<file path="config.mk">
export PLATFORM = sky130hd
export DESIGN_NAME = vgc_regs
export DESIGN_NICKNAME = d
export VERILOG_FILES = /design/src/rtl/vgc_regs_pkg.sv /design/src/rtl/vgc_irq_latch.sv /design/src/rtl/vgc_regs.sv
export SDC_FILE = /design/constraint.sdc
export NUM_CORES = 1
export LEC_CHECK = 0
export ABC_AREA = 1
export CAP_MARGIN = 25
export CORE_ASPECT_RATIO = 0.7
export CORE_MARGIN = 10
export CORE_UTILIZATION = 51
export CTS_BUF_LIST = sky130_fd_sc_hd__clkbuf_8
export CTS_CLUSTER_SIZE = 24
export DETAILED_ROUTE_END_ITERATION = 12
export PLACE_DENSITY = 0.85
export SETUP_SLACK_MARGIN = 0.1
export SYNTH_ARGS = -nofsm -noshare
export SYNTH_HDL_FRONTEND = slang
export SYNTH_SLANG_ARGS = --single-unit
</file>
<file path="constraint.sdc">
create_clock -name CLK_14M -period 1.7 [get_ports CLK_14M]
set_input_delay 0.34 -clock CLK_14M [delete_from_list [all_inputs] [get_ports CLK_14M]]
set_output_delay 0.34 -clock CLK_14M [all_outputs]
set_load 0.05 [all_outputs]
</file>
<file path="src/rtl/vgc_regs_pkg.sv">
// Address map, reset values and field positions for the VGC CPU register block.
package vgc_regs_pkg;

   localparam logic [7:0] ADDR_RDVBLBAR  = 8'h19;
   localparam logic [7:0] ADDR_TEXTCOLOR = 8'h22;
   localparam logic [7:0] ADDR_VGCINT    = 8'h23;
   localparam logic [7:0] ADDR_NEWVIDEO  = 8'h29;
   localparam logic [7:0] ADDR_INTCLR    = 8'h32;
   localparam logic [7:0] ADDR_BORDER    = 8'h34;
   localparam logic [7:0] ADDR_INTEN     = 8'h41;
   localparam logic [7:0] ADDR_VBLSTAT   = 8'h46;
   localparam logic [7:0] ADDR_VBLCLR    = 8'h47;

   // Switch pairs: even address clears, odd address sets.
   localparam logic [7:0] ADDR_80COL_SW   = 8'h0C;
   localparam logic [7:0] ADDR_ALTCHAR_SW = 8'h0E;
   localparam logic [7:0] ADDR_TEXTG_SW   = 8'h50;
   localparam logic [7:0] ADDR_MIXG_SW    = 8'h52;
   localparam logic [7:0] ADDR_PAGE2_SW   = 8'h54;
   localparam logic [7:0] ADDR_HIRES_SW   = 8'h56;

   localparam logic [7:0] ADDR_ST_TEXTG   = 8'h1A;
   localparam logic [7:0] ADDR_ST_MIXG    = 8'h1B;
   localparam logic [7:0] ADDR_ST_PAGE2   = 8'h1C;
   localparam logic [7:0] ADDR_ST_HIRES   = 8'h1D;
   localparam logic [7:0] ADDR_ST_ALTCHAR = 8'h1E;
   localparam logic [7:0] ADDR_ST_80COL   = 8'h1F;

   localparam logic [7:0] RST_NEWVIDEO  = 8'h01;
   localparam logic [7:0] RST_TEXTCOLOR = 8'hF6;
   localparam logic [7:0] RST_BORDER    = 8'h06;

   localparam int VGCINT_EN_SCAN = 1;
   localparam int VGCINT_EN_SEC  = 2;
   localparam int CLR_SCAN_BIT   = 5;
   localparam int CLR_SEC_BIT    = 6;
   localparam int INTEN_VBL      = 3;

   function automatic logic [7:0] stat_byte(input logic b);
      return {b, 7'b0};
   endfunction

endpackage

</file>
<file path="src/rtl/vgc_irq_latch.sv">
// Rising-edge interrupt status flop; a set and a clear in the same cycle keeps the set.
module vgc_irq_latch (
   input  logic CLK_14M,
   input  logic reset_n,
   input  logic evt,
   input  logic clr,
   output logic stat
);

   logic evt_prev;

   always_ff @(posedge CLK_14M) begin
      if (!reset_n) begin
         evt_prev <= 1'b0;
         stat     <= 1'b0;
      end else begin
         evt_prev <= evt;
         if (evt && !evt_prev)
            stat <= 1'b1;
         else if (clr)
            stat <= 1'b0;
      end
   end

endmodule

</file>
<file path="src/rtl/vgc_regs.sv">
// $C0xx register, soft-switch and interrupt block for the VGC.
// VGC_ONESEC_EN builds the one-second tick counter and its status bit.
module vgc_regs
   import vgc_regs_pkg::*;
#(
   parameter int ONESEC_DIV = 14318180,
   parameter int VBL_START  = 208
) (
   input  logic       CLK_14M,
   input  logic       reset_n,
   input  logic       cpu_ce,
   input  logic [7:0] addr,
   input  logic       we,
   input  logic [7:0] din,
   output logic [7:0] dout,
   output logic       dout_valid,
   input  logic [8:0] V,
   input  logic       scanline_irq,
   input  logic       vbl_irq,
   output logic       irq_n,
   output logic [7:0] NEWVIDEO,
   output logic [7:0] TEXTCOLOR,
   output logic [3:0] BORDERCOLOR,
   output logic       TEXTG,
   output logic       MIXG,
   output logic       PAGE2,
   output logic       HIRES_MODE,
   output logic       EIGHTYCOL,
   output logic       ALTCHARSET
);

   localparam logic [8:0] VBL_LINE = 9'(VBL_START);

   // Bus: cpu_ce marks exactly one cycle per CPU I/O access, addr/we/din are
   // sampled only on that cycle; read data answers one cycle later for one cycle.
   logic [7:0] border_q;
   logic [7:0] inten_q;
   logic [1:0] en_q;
   logic       scan_stat, sec_stat, vbl_stat;
   logic       scan_clr, vbl_clr, any_int;
   logic [7:0] rd_data;
   logic       rd_hit;

   assign BORDERCOLOR = border_q[3:0];
   assign scan_clr    = cpu_ce & we & (addr == ADDR_INTCLR) & ~din[CLR_SCAN_BIT];
   assign vbl_clr     = cpu_ce & (addr == ADDR_VBLCLR);
   assign any_int     = (scan_stat & en_q[VGCINT_EN_SCAN-1]) | (sec_stat & en_q[VGCINT_EN_SEC-1]);

   vgc_irq_latch u_scan (.CLK_14M(CLK_14M), .reset_n(reset_n), .evt(scanline_irq),
                         .clr(scan_clr), .stat(scan_stat));
   vgc_irq_latch u_vbl  (.CLK_14M(CLK_14M), .reset_n(reset_n), .evt(vbl_irq),
                         .clr(vbl_clr), .stat(vbl_stat));

`ifdef VGC_ONESEC_EN
   localparam int CNT_W = (ONESEC_DIV > 1) ? $clog2(ONESEC_DIV) : 1;
   logic [CNT_W-1:0] sec_cnt;
   logic             sec_tick, sec_clr;

   assign sec_tick = (sec_cnt == CNT_W'(ONESEC_DIV - 1));
   assign sec_clr  = cpu_ce & we & (addr == ADDR_INTCLR) & ~din[CLR_SEC_BIT];

   always_ff @(posedge CLK_14M) begin
      if (!reset_n)
         sec_cnt <= '0;
      else if (sec_tick)
         sec_cnt <= '0;
      else
         sec_cnt <= sec_cnt + CNT_W'(1);
   end

   vgc_irq_latch u_sec (.CLK_14M(CLK_14M), .reset_n(reset_n), .evt(sec_tick),
                        .clr(sec_clr), .stat(sec_stat));
`else
   // No counter: the one-second status can never set.
   assign sec_stat = (ONESEC_DIV <= 0);
`endif

   always_ff @(posedge CLK_14M) begin
      if (!reset_n) begin
         NEWVIDEO   <= RST_NEWVIDEO;
         TEXTCOLOR  <= RST_TEXTCOLOR;
         border_q   <= RST_BORDER;
         inten_q    <= 8'h00;
         en_q       <= 2'b00;
         TEXTG      <= 1'b1;
         MIXG       <= 1'b0;
         PAGE2      <= 1'b0;
         HIRES_MODE <= 1'b0;
         EIGHTYCOL  <= 1'b0;
         ALTCHARSET <= 1'b0;
      end else if (cpu_ce) begin
         if (we) begin
            case (addr)
               ADDR_NEWVIDEO:  NEWVIDEO  <= din;
               ADDR_TEXTCOLOR: TEXTCOLOR <= din;
               ADDR_BORDER:    border_q  <= din;
               ADDR_VGCINT:    en_q      <= din[VGCINT_EN_SEC:VGCINT_EN_SCAN];
               ADDR_INTEN:     inten_q   <= din;
               default: ;
            endcase
            if (addr[7:1] == ADDR_80COL_SW[7:1])   EIGHTYCOL  <= addr[0];
            if (addr[7:1] == ADDR_ALTCHAR_SW[7:1]) ALTCHARSET <= addr[0];
         end
         case (addr[7:1])
            ADDR_TEXTG_SW[7:1]: TEXTG      <= addr[0];
            ADDR_MIXG_SW[7:1]:  MIXG       <= addr[0];
            ADDR_PAGE2_SW[7:1]: PAGE2      <= addr[0];
            ADDR_HIRES_SW[7:1]: HIRES_MODE <= addr[0];
            default: ;
         endcase
      end
   end

   always_comb begin
      rd_hit  = 1'b1;
      rd_data = 8'h00;
      case (addr)
         ADDR_NEWVIDEO:   rd_data = NEWVIDEO;
         ADDR_TEXTCOLOR:  rd_data = TEXTCOLOR;
         ADDR_BORDER:     rd_data = border_q;
         ADDR_VGCINT:     rd_data = {any_int, sec_stat, scan_stat, 2'b00, en_q, 1'b0};
         ADDR_INTEN:      rd_data = inten_q;
         ADDR_VBLSTAT:    rd_data[INTEN_VBL] = vbl_stat;
         ADDR_RDVBLBAR:   rd_data = stat_byte(V >= VBL_LINE);
         ADDR_ST_TEXTG:   rd_data = stat_byte(TEXTG);
         ADDR_ST_MIXG:    rd_data = stat_byte(MIXG);
         ADDR_ST_PAGE2:   rd_data = stat_byte(PAGE2);
         ADDR_ST_HIRES:   rd_data = stat_byte(HIRES_MODE);
         ADDR_ST_ALTCHAR: rd_data = stat_byte(ALTCHARSET);
         ADDR_ST_80COL:   rd_data = stat_byte(EIGHTYCOL);
         default:         rd_hit  = 1'b0;
      endcase
   end

   always_ff @(posedge CLK_14M) begin
      if (!reset_n) begin
         dout       <= 8'h00;
         dout_valid <= 1'b0;
         irq_n      <= 1'b1;
      end else begin
         dout       <= (cpu_ce && !we && rd_hit) ? rd_data : 8'h00;
         dout_valid <= cpu_ce & ~we & rd_hit;
         irq_n      <= ~(any_int | (vbl_stat & inten_q[INTEN_VBL]));
      end
   end

endmodule

</file>
# --- Word level (Yosys, flattened, before mapping) ---
# Cells that the tools add are included.
classes:
  magnitude_cmp: 1
  reduce_logical: 22
  muxes: 8
  n_eq_ne: 21
  bitwise: 12
op_table:
  columns: ["op", "n"]
  rows:
  - ["equality test 8 x 5 -> 1 bit (second input constant)", 7]
  - ["case mux 4 bit (12 select lines)", 1]
  - ["equality test 8 x 6 -> 1 bit (second input constant)", 5]
  - ["equality test 7 x 6 -> 1 bit (second input constant)", 4]
  - ["equality test 8 x 7 -> 1 bit (second input constant)", 3]
  - ["AND reduction 3 bit", 7]
  - ["case mux 3 bit (5 select lines)", 1]
  - ["equality test 7 x 3 -> 1 bit (second input constant)", 2]
  - ["OR reduction 13 bit", 1]
  - ["AND reduction 2 bit", 5]
  - [">= comparator 9 x 8 -> 1 bit (second input constant)", 1]
  - ["bitwise AND 1 bit", 8]
  - ["two-way mux 1 bit", 5]
  - ["case mux 1 bit (5 select lines)", 1]
  - ["logical AND 1 bit", 4]
  - ["nonzero test 2 bit", 2]
  - ["zero test 1 bit", 3]
  - ["NOT 1 bit", 3]
  - ["OR 1 bit", 1]
word_totals:
  word_cells: 82
  input_bits: 31
  reg_bits: 54
  out_inout_bits: 36

# --- Depth between registers and ports, before layout ---
# Gate-level depths: netlist of run 1.
depth:
  ltp_word: 5
  depth_mapped: 11
  depth_no_buf: 10

# --- By module ---
# From an unflattened synthesis of run 1, not the netlist that was laid out.
hier_totals:
  cells_unflattened: 373
  area_unflattened_um2: 2596.2
modules_own_cells:
  columns: ["module", "cells_per_inst", "seq_area_each_um2", "area_per_inst_um2", "instances"]
  rows:
  - ["vgc_regs", 355, 1001.0, 2458.6, 1]
  - ["vgc_irq_latch", 9, 40.0, 68.8, 2]

# --- Least setup slack after synthesis of run 1 ---
# OpenSTA, ideal clock, no wires.
synth_path:
  path_type: "input-to-reg"
  startpoint: "input addr[1]"
  endpoint: "register NEWVIDEO[3]"
  arrival_time_ps: 1219
  t_required_ps: 1581
  cell_stages: 10
  setup_time_ps: 119
  path_slack_ps: 362
  path_buffers: 2
  cell_sequence: "buf_6 inv_8 nand2_4 nor2_4 nand2_4 inv_4 nand2_4 buf_6 o21ai_1 a21oi_1"
synth_between:
  elab_chain_cells: 2
synth_lines:
  columns: ["item", "line", "rtl"]
  rows:
  - ["start: declaration", "vgc_regs.sv:12", "input logic [7:0] addr,"]
  - ["equality test 8 x 6 -> 1 bit", "vgc_regs.sv:93", "case (addr)"]
  - ["AND reduction 3 bit (no source line)", null, null]
  - ["end signal: assignment", "vgc_regs.sv:94", "ADDR_NEWVIDEO: NEWVIDEO <= din;"]
  - ["end: declaration", "vgc_regs.sv:21", "output logic [7:0] NEWVIDEO,"]
# No other way between the ends.
# A chain may end at the register's enable or synchronous reset.

# --- Final worst setup path of run 1 ---
layout_path:
  startpoint: "input addr[0]"
  endpoint: "register TEXTCOLOR[3]"
layout_between:
  elab_chain_cells: 2
layout_lines:
  columns: ["item", "line", "rtl"]
  rows:
  - ["equality test 8 x 6 -> 1 bit", "vgc_regs.sv:93", null]
  - ["AND reduction 3 bit (no source line)", null, null]
  - ["end signal: assignment", "vgc_regs.sv:95", "ADDR_TEXTCOLOR: TEXTCOLOR <= din;"]
  - ["end: declaration", "vgc_regs.sv:22", "output logic [7:0] TEXTCOLOR,"]
# No other way between the ends.

==> flow_summary.json, run 1 <==
{
  "finalCritPeriodShare_pct": 87.79,
  "drive_gt1_share_pct": 31.03,
  "insertion_delay_ns": 0.32,
  "cp_cell_sequence": "dlygate4sd2_1, buf_4, nor2_8, nand2_2, nor2_4, nand2_4, clkinv_4, nand2_1, a21oi_1",
  "syn2layout_area_growth_pct": 44.15,
  "critPathKind": "input pin to flop",
  "netlist_area_um2": 2621,
  "worst_slew_pin_slew_ns": 0.3901,
  "required_ns": 1.95,
  "cts_buffer_depth": 2,
  "grt_pass1_wl_um": 13740,
  "rows": 21,
  "num_antenna_cells": 0,
  "die_w_um": 105.7,
  "power_density_nw_per_um2": 651.3,
  "rsz0062_at_grt": "no",
  "vias_per_cell": 5.408,
  "cap_violations": 0,
  "post_dp_cell_area_um2": 3507,
  "antenna_found_initial": 0,
  "path_max_fanout": 10,
  "critPathSlowestCell": "dlygate4sd2_1",
  "peakVddDrop_v": 0.0007567,
  "synth_fp_nets": 402,
  "hpwl_um": 6597,
  "track_usage_pct": 19.92,
  "gr-max-usage-layer": "met2",
  "vias": 2953,
  "wl_um": 8654,
  "skew_ns": 0.01043,
  "worst_ep_arrival_time_ns": 1.74,
  "drt_iter0_markers": 307,
  "ys_warn_count": 0,
  "ioPinCount": 67,
  "p_leak_nw": 1.800,
  "slew_headroom_pct": 73.75,
  "whs_ns": 0.4247,
  "slew_viol_final": 0,
  "io_buffers": 62,
  "outcome": "finished clean",
  "cts_max_level": 2,
  "avgSynthCellArea_um2": 7.065,
  "cts-buffers-inserted": 5,
  "final_hold_viol_count": 0,
  "clock_sinks": 54,
  "slowest_delay_ns": 0.34,
  "syn_inst": 371,
  "ys_types": 30,
  "die_y_um": 79.98,
  "utilization_pct": 77.32,
  "seq_area_frac_synth_pct": 41.24,
  "grt_overflow": 0,
  "synth-seq-cells": 54,
  "die_area_um2": 8453,
  "hold_path_class": "flop to flop",
  "firstDrtPassIters": 5,
  "fmax_ghz": 0.6701,
  "use_met3_pct": 7.903,
  "root_buffer": "clkbuf_8",
  "use_met2_pct": 28.76,
  "place_congestion": 0.9732,
  "finalCriticalPeriod_ns": 1.492,
  "fill_cells": 341,
  "design_area_um2": 3779,
  "hold_buffers": 0,
  "dpl.cell_count": 536,
  "nets": 507,
  "start_kind": "input pin",
  "ant_nets": 0,
  "instances_no_fill": 546,
  "drcViolationCount": 0,
  "crit_path_end_kind": "flop",
  "setup-violations-final": 0,
  "coreArea_um2": 4887,
  "grt_pass1_vias": 2776,
  "cts_tree": "yes",
  "wl_per_cell_um": 15.85,
  "grt_max_degree": 24,
  "start_util_pct": 53.64,
  "path_clk_slew_ns": 0.10,
  "use_met1_pct": 26.62
}
layout by cell type (no fill, tap or decap), drive strengths merged:
cell type / count
nand2: 103
clkbuf: 5
clkinv: 3
buf: 86
a31oi: 2
dlymetal6s2s: 6
bufinv: 1
nand4: 5
clkdlybuf4s50: 18
dfxtp: 54
nor4: 1
clkinvlp: 2
nor3: 7
o211ai: 1
nand3: 40
nand3b: 1
nor2: 56
o21ai: 23
inv: 30
a21oi: 30
dlygate4sd2: 2
o22ai: 1
worst paths after layout:
check | startpoint | end | slack, ns | depth (start not counted)
max reg2reg | EIGHTYCOL | dout[7] | 0.66 | 8
max | addr[0] | TEXTCOLOR[3] | 0.21 | 9
min reg2reg | u_scan.evt_prev | u_scan.stat | 0.42 | 1
min | u_scan.evt_prev | u_scan.stat | 0.42 | 1
cell type report:
cell class | count | area [um^2] | share of cell area [%]
tap | 69 | 86.33 | 2.285
clock buffer | 5 | 68.82 | 1.821
multi-input combinational | 270 | 1408 | 37.25
inverter | 33 | 147.6 | 3.907
sequential | 54 | 1081 | 28.61
timing repair buffer | 112 | 942.2 | 24.93
clock inverter | 3 | 45.04 | 1.192
registers in the layout, summed over array words and instances, names as in the netlist:
signal and cells:
ALTCHARSET 1, EIGHTYCOL 1, HIRES_MODE 1, MIXG 1
NEWVIDEO 8, PAGE2 1, TEXTCOLOR 8, TEXTG 1
border_q 8, dout 8, dout_valid 1, en_q 2
inten_q 8, irq_n 1, u_scan.evt_prev 1, u_scan.stat 1
u_vbl.evt_prev 1, u_vbl.stat 1
cells in the mapped netlist:
master	n	share of area, %
nand3b_1	1	0.29
nor2_2	2	0.48
a31oi_1	2	0.48
o211ai_1	1	0.29
clkinv_4	1	0.33
a21oi_1	30	5.7
inv_8	1	0.43
dfxtp_1	54	41
nand2_4	5	2.1
o21ai_0	19	3.6
nor2_8	2	1.5
nor2_4	4	1.7
nor3_1	7	1.3
buf_2	2	0.38
inv_2	7	1.0
clkinv_2	1	0.19
nand3_1	39	7.4
clkbuf_1	3	0.43
o21ai_1	4	0.76
buf_4	5	1.4
nand4_1	5	1.2
nand3_2	1	0.38
nor2_1	48	6.9
o22ai_1	1	0.24
buf_6	4	1.7
inv_4	1	0.24
nand2_2	7	1.7
inv_1	22	3.2
nor4_1	1	0.24
nand2_1	91	13
cells by family after synthesis:
kind of cell	count (synthesis)	synth area share (%)
buffers and inverters	47	9.308
AOI/OAI and AO/OA	57	11.12
DFF	54	41.24
and+or+nand+nor	213	38.33
repair_timing:
item / 4_1_cts / 5_1_grt
pin swaps: 4 / 8
setup buffers: 0 / 2
endpoints found under the setup margin: 23 / 42
gates resized for setup: 15 / 32
per-stage QoR:
stage | power [mW] | TNS [ns] | setup slack, ns
4_1_cts | 2.438 | 0 | 0.07896
2_1_floorplan | 1.418 | 0 | 0.3621
3_5_place_dp | 1.578 | -10.37 | -0.3613
6_report | 2.461 | 0 | 0.2076
5_1_grt | 2.530 | 0 | 0.09803
3_3_place_gp | 1.571 | -8.768 | -0.3386
routing by layer:
| metal | share of wire [%] | up-vias | routed length, um |
|---|---|---|---|
| li1 | - | 1416 | - |
| met1 | 43 | 1329 | 3697 |
| met2 | 42 | 193 | 3648 |
| met3 | 14 | 15 | 1190 |
| met4 | 1.4 | 0 | 118 |
| met5 | 0 | - | 0 |
critical path: cells and delay by family:
kind	cells	cell delay [ns]
buf+inv	3	0.65
simple gates	5	0.62
compound gates	1	0.12
power by group:
part | total (mW) | switching [mW] | internal, mW
clock network | 0.887 | 0.448 | 0.439
registers | 1.28 | 0.00661 | 1.27
logic | 0.295 | 0.160 | 0.135
total | 2.46 | 0.615 | 1.85
Power figures use the tool's default switching activity.
==> inputs of run 2 (changes only) <==
Settings changed: PLACE_DENSITY 0.85 to 0.9.
==> run 2 against run 1 <==
Net effect:
- sequential power about the same
- flip-flop and latch count unchanged
- core utilization is 0.51 points lower
- final cell count grew 0.37%
- sequential share of layout area rose by 0.19 points
- clock power decreased by 4.7%
- critical path type unchanged
- clock-buffer cell count unchanged
- register-to-register slack worse by 0.05 ns
==> flow_summary.json, run 2 (synthesis gave the netlist of run 1 again) <==
{
  "ff2ff_setup_slack_ns": 0.61,
  "crit_path_end_kind": "flop",
  "worst_slew_pin_slew_ns": 0.2953,
  "io_buffers": 62,
  "path_max_fanout": 3,
  "grt_pass1_wl_um": 13820,
  "dpl.cell_count": 532,
  "setup-tns-final_ns": 0,
  "crit_family": "buffers and inverters",
  "wl_per_cell_um": 16.49,
  "num_antenna_cells": 0,
  "wl_um": 9034,
  "antenna_found_initial": 0,
  "vias": 3015,
  "die_area_um2": 8453,
  "root_buffer": "clkbuf_8",
  "syn2layout_area_growth_pct": 43.20,
  "path_clk_slew_ns": 0.09,
  "place_congestion": 0.9431,
  "insertion_delay_ns": 0.31,
  "final_cell_mix": "88 x nand2_1, 84 x buf_4, 54 x dfxtp_1",
  "finalCriticalPeriod_ns": 1.484,
  "track_usage_pct": 19.93,
  "drt_iter0_markers": 370,
  "firstDrtPassIters": 5,
  "rsz0062_at_grt": "no",
  "use_met3_pct": 7.823,
  "multi_input_area_um2": 1388,
  "clock_sinks": 54,
  "rows": 21,
  "drive_gt1_share_pct": 29.85,
  "grt_pass1_vias": 2810,
  "power_density_nw_per_um2": 642.5,
  "use_met2_pct": 31.65,
  "die_y_um": 79.98,
  "hold_buffers": 0,
  "p_leak_nw": 1.780,
  "final_common_cell": "nand2_1",
  "coreArea_um2": 4887,
  "skew_ns": 0.007534,
  "r2r_end": "dout[7]",
  "crit_start": "cpu_ce",
  "cts-buffers-inserted": 5,
  "hold_path_class": "flop to flop",
  "design_area_um2": 3754,
  "slowest_delay_ns": 0.52,
  "utilization_pct": 76.80,
  "use_met1_pct": 24.97,
  "peakVddDrop_v": 0.0004441,
  "finalCritPeriodShare_pct": 87.29,
  "cap_violations": 0,
  "ioPinCount": 67,
  "slew_headroom_pct": 80.16,
  "nets": 509,
  "whs_ns": 0.4268,
  "grt_overflow": 0,
  "cts_max_level": 2,
  "slew_viol_final": 0,
  "power.total_mw": 2.412,
  "critPathSlowestCell": "clkdlybuf4s50_1",
  "area.sequential_um2": 1081,
  "post_dp_cell_area_um2": 3477,
  "critical_path_buf_inv_count": 2,
  "rr_startpoint": "EIGHTYCOL",
  "critPathKind": "input pin to flop",
  "cts_buffer_depth": 2,
  "die_w_um": 105.7,
  "gr-max-usage-layer": "met2",
  "crit_cells": 7,
  "vias_per_cell": 5.502,
  "start_kind": "input pin",
  "worst_ep_arrival_time_ns": 1.73,
  "dpl_worst_slack_ns": -0.3471,
  "hpwl_um": 6607,
  "instances_no_fill": 548,
  "final_hold_viol_count": 0,
  "cts_tree": "yes",
  "outcome": "finished clean",
  "rr_worst_depth": 8,
  "critical_path.endpoint": "ALTCHARSET",
  "setup-violations-final": 0,
  "fill_cells": 352,
  "required_ns": 1.94,
  "drcViolationCount": 0,
  "fmax_ghz": 0.6738,
  "ant_nets": 0,
  "start_util_pct": 53.64,
  "grt_max_degree": 28,
  "cp_cell_sequence": "clkdlybuf4s50_1, nand2_2, inv_1, nand3_1, nor3_1, o21ai_0, a21oi_1",
  "setup_slack_ns": 0.2160
}
-- run 2: cell count changes in the layout (fill, tap and decap cells not counted), moves of 2 or more --
| cell | change |
|---|---|
| inv_8 | +2 |
| o21ai_0 | -2 |
| clkinvlp_4 | -2 |
| nor2_1 | +2 |
| inv_4 | +2 |
| inv_1 | +2 |
| o21ai_1 | +3 |
| dlymetal6s2s_1 | -2 |
| buf_4 | +2 |
| nand2_1 | +2 |
| dlygate4sd2_1 | +2 |
| nor2_4 | -2 |
| nand2_4 | -3 |
-- run 2: per-layer routing --
layer,vias to the layer above,part of all wire (%)
li1,1421,-
met1,1388,42
met2,181,44
met3,25,12
met4,0,1.4
met5,-,0
-- run 2: what timing repair did --
action / 4_1_cts / 5_1_grt
cloned: 0 / 1
resized for setup: 13 / 28
setup buffers: 3 / 4
setup endpoints to repair: 34 / 43
pin swaps: 5 / 12
-- run 2: worst min path at each step --
stage                    start          end  slack [ns]  cells after the start
2_1_floorplan  u_scan.evt_prev  u_scan.stat        0.40                      1
3_3_place_gp   u_scan.evt_prev  u_scan.stat        0.40                      1
3_5_place_dp   u_scan.evt_prev  u_scan.stat        0.42                      1
4_1_cts        u_scan.evt_prev  u_scan.stat        0.43                      1
5_1_grt        u_scan.evt_prev  u_scan.stat        0.46                      1
6_report       u_scan.evt_prev  u_scan.stat        0.43                      1
-- run 2: area by class of cell --
class / instances / area share [%]
repair buffers: 113 / 25.00
well taps: 69 / 2.300
clock buffers: 5 / 1.833
multi-input cells: 270 / 36.97
repair inverters: 1 / 0.1667
inverters: 33 / 3.933
flip-flops and latches: 54 / 28.80
clock inverters: 3 / 1.000
-- run 2: where the power goes --
group          switching (mW)  total, mW  internal, mW
combinational           0.160      0.288         0.128
clock                   0.416      0.845         0.430
sequential            0.00617       1.28          1.27
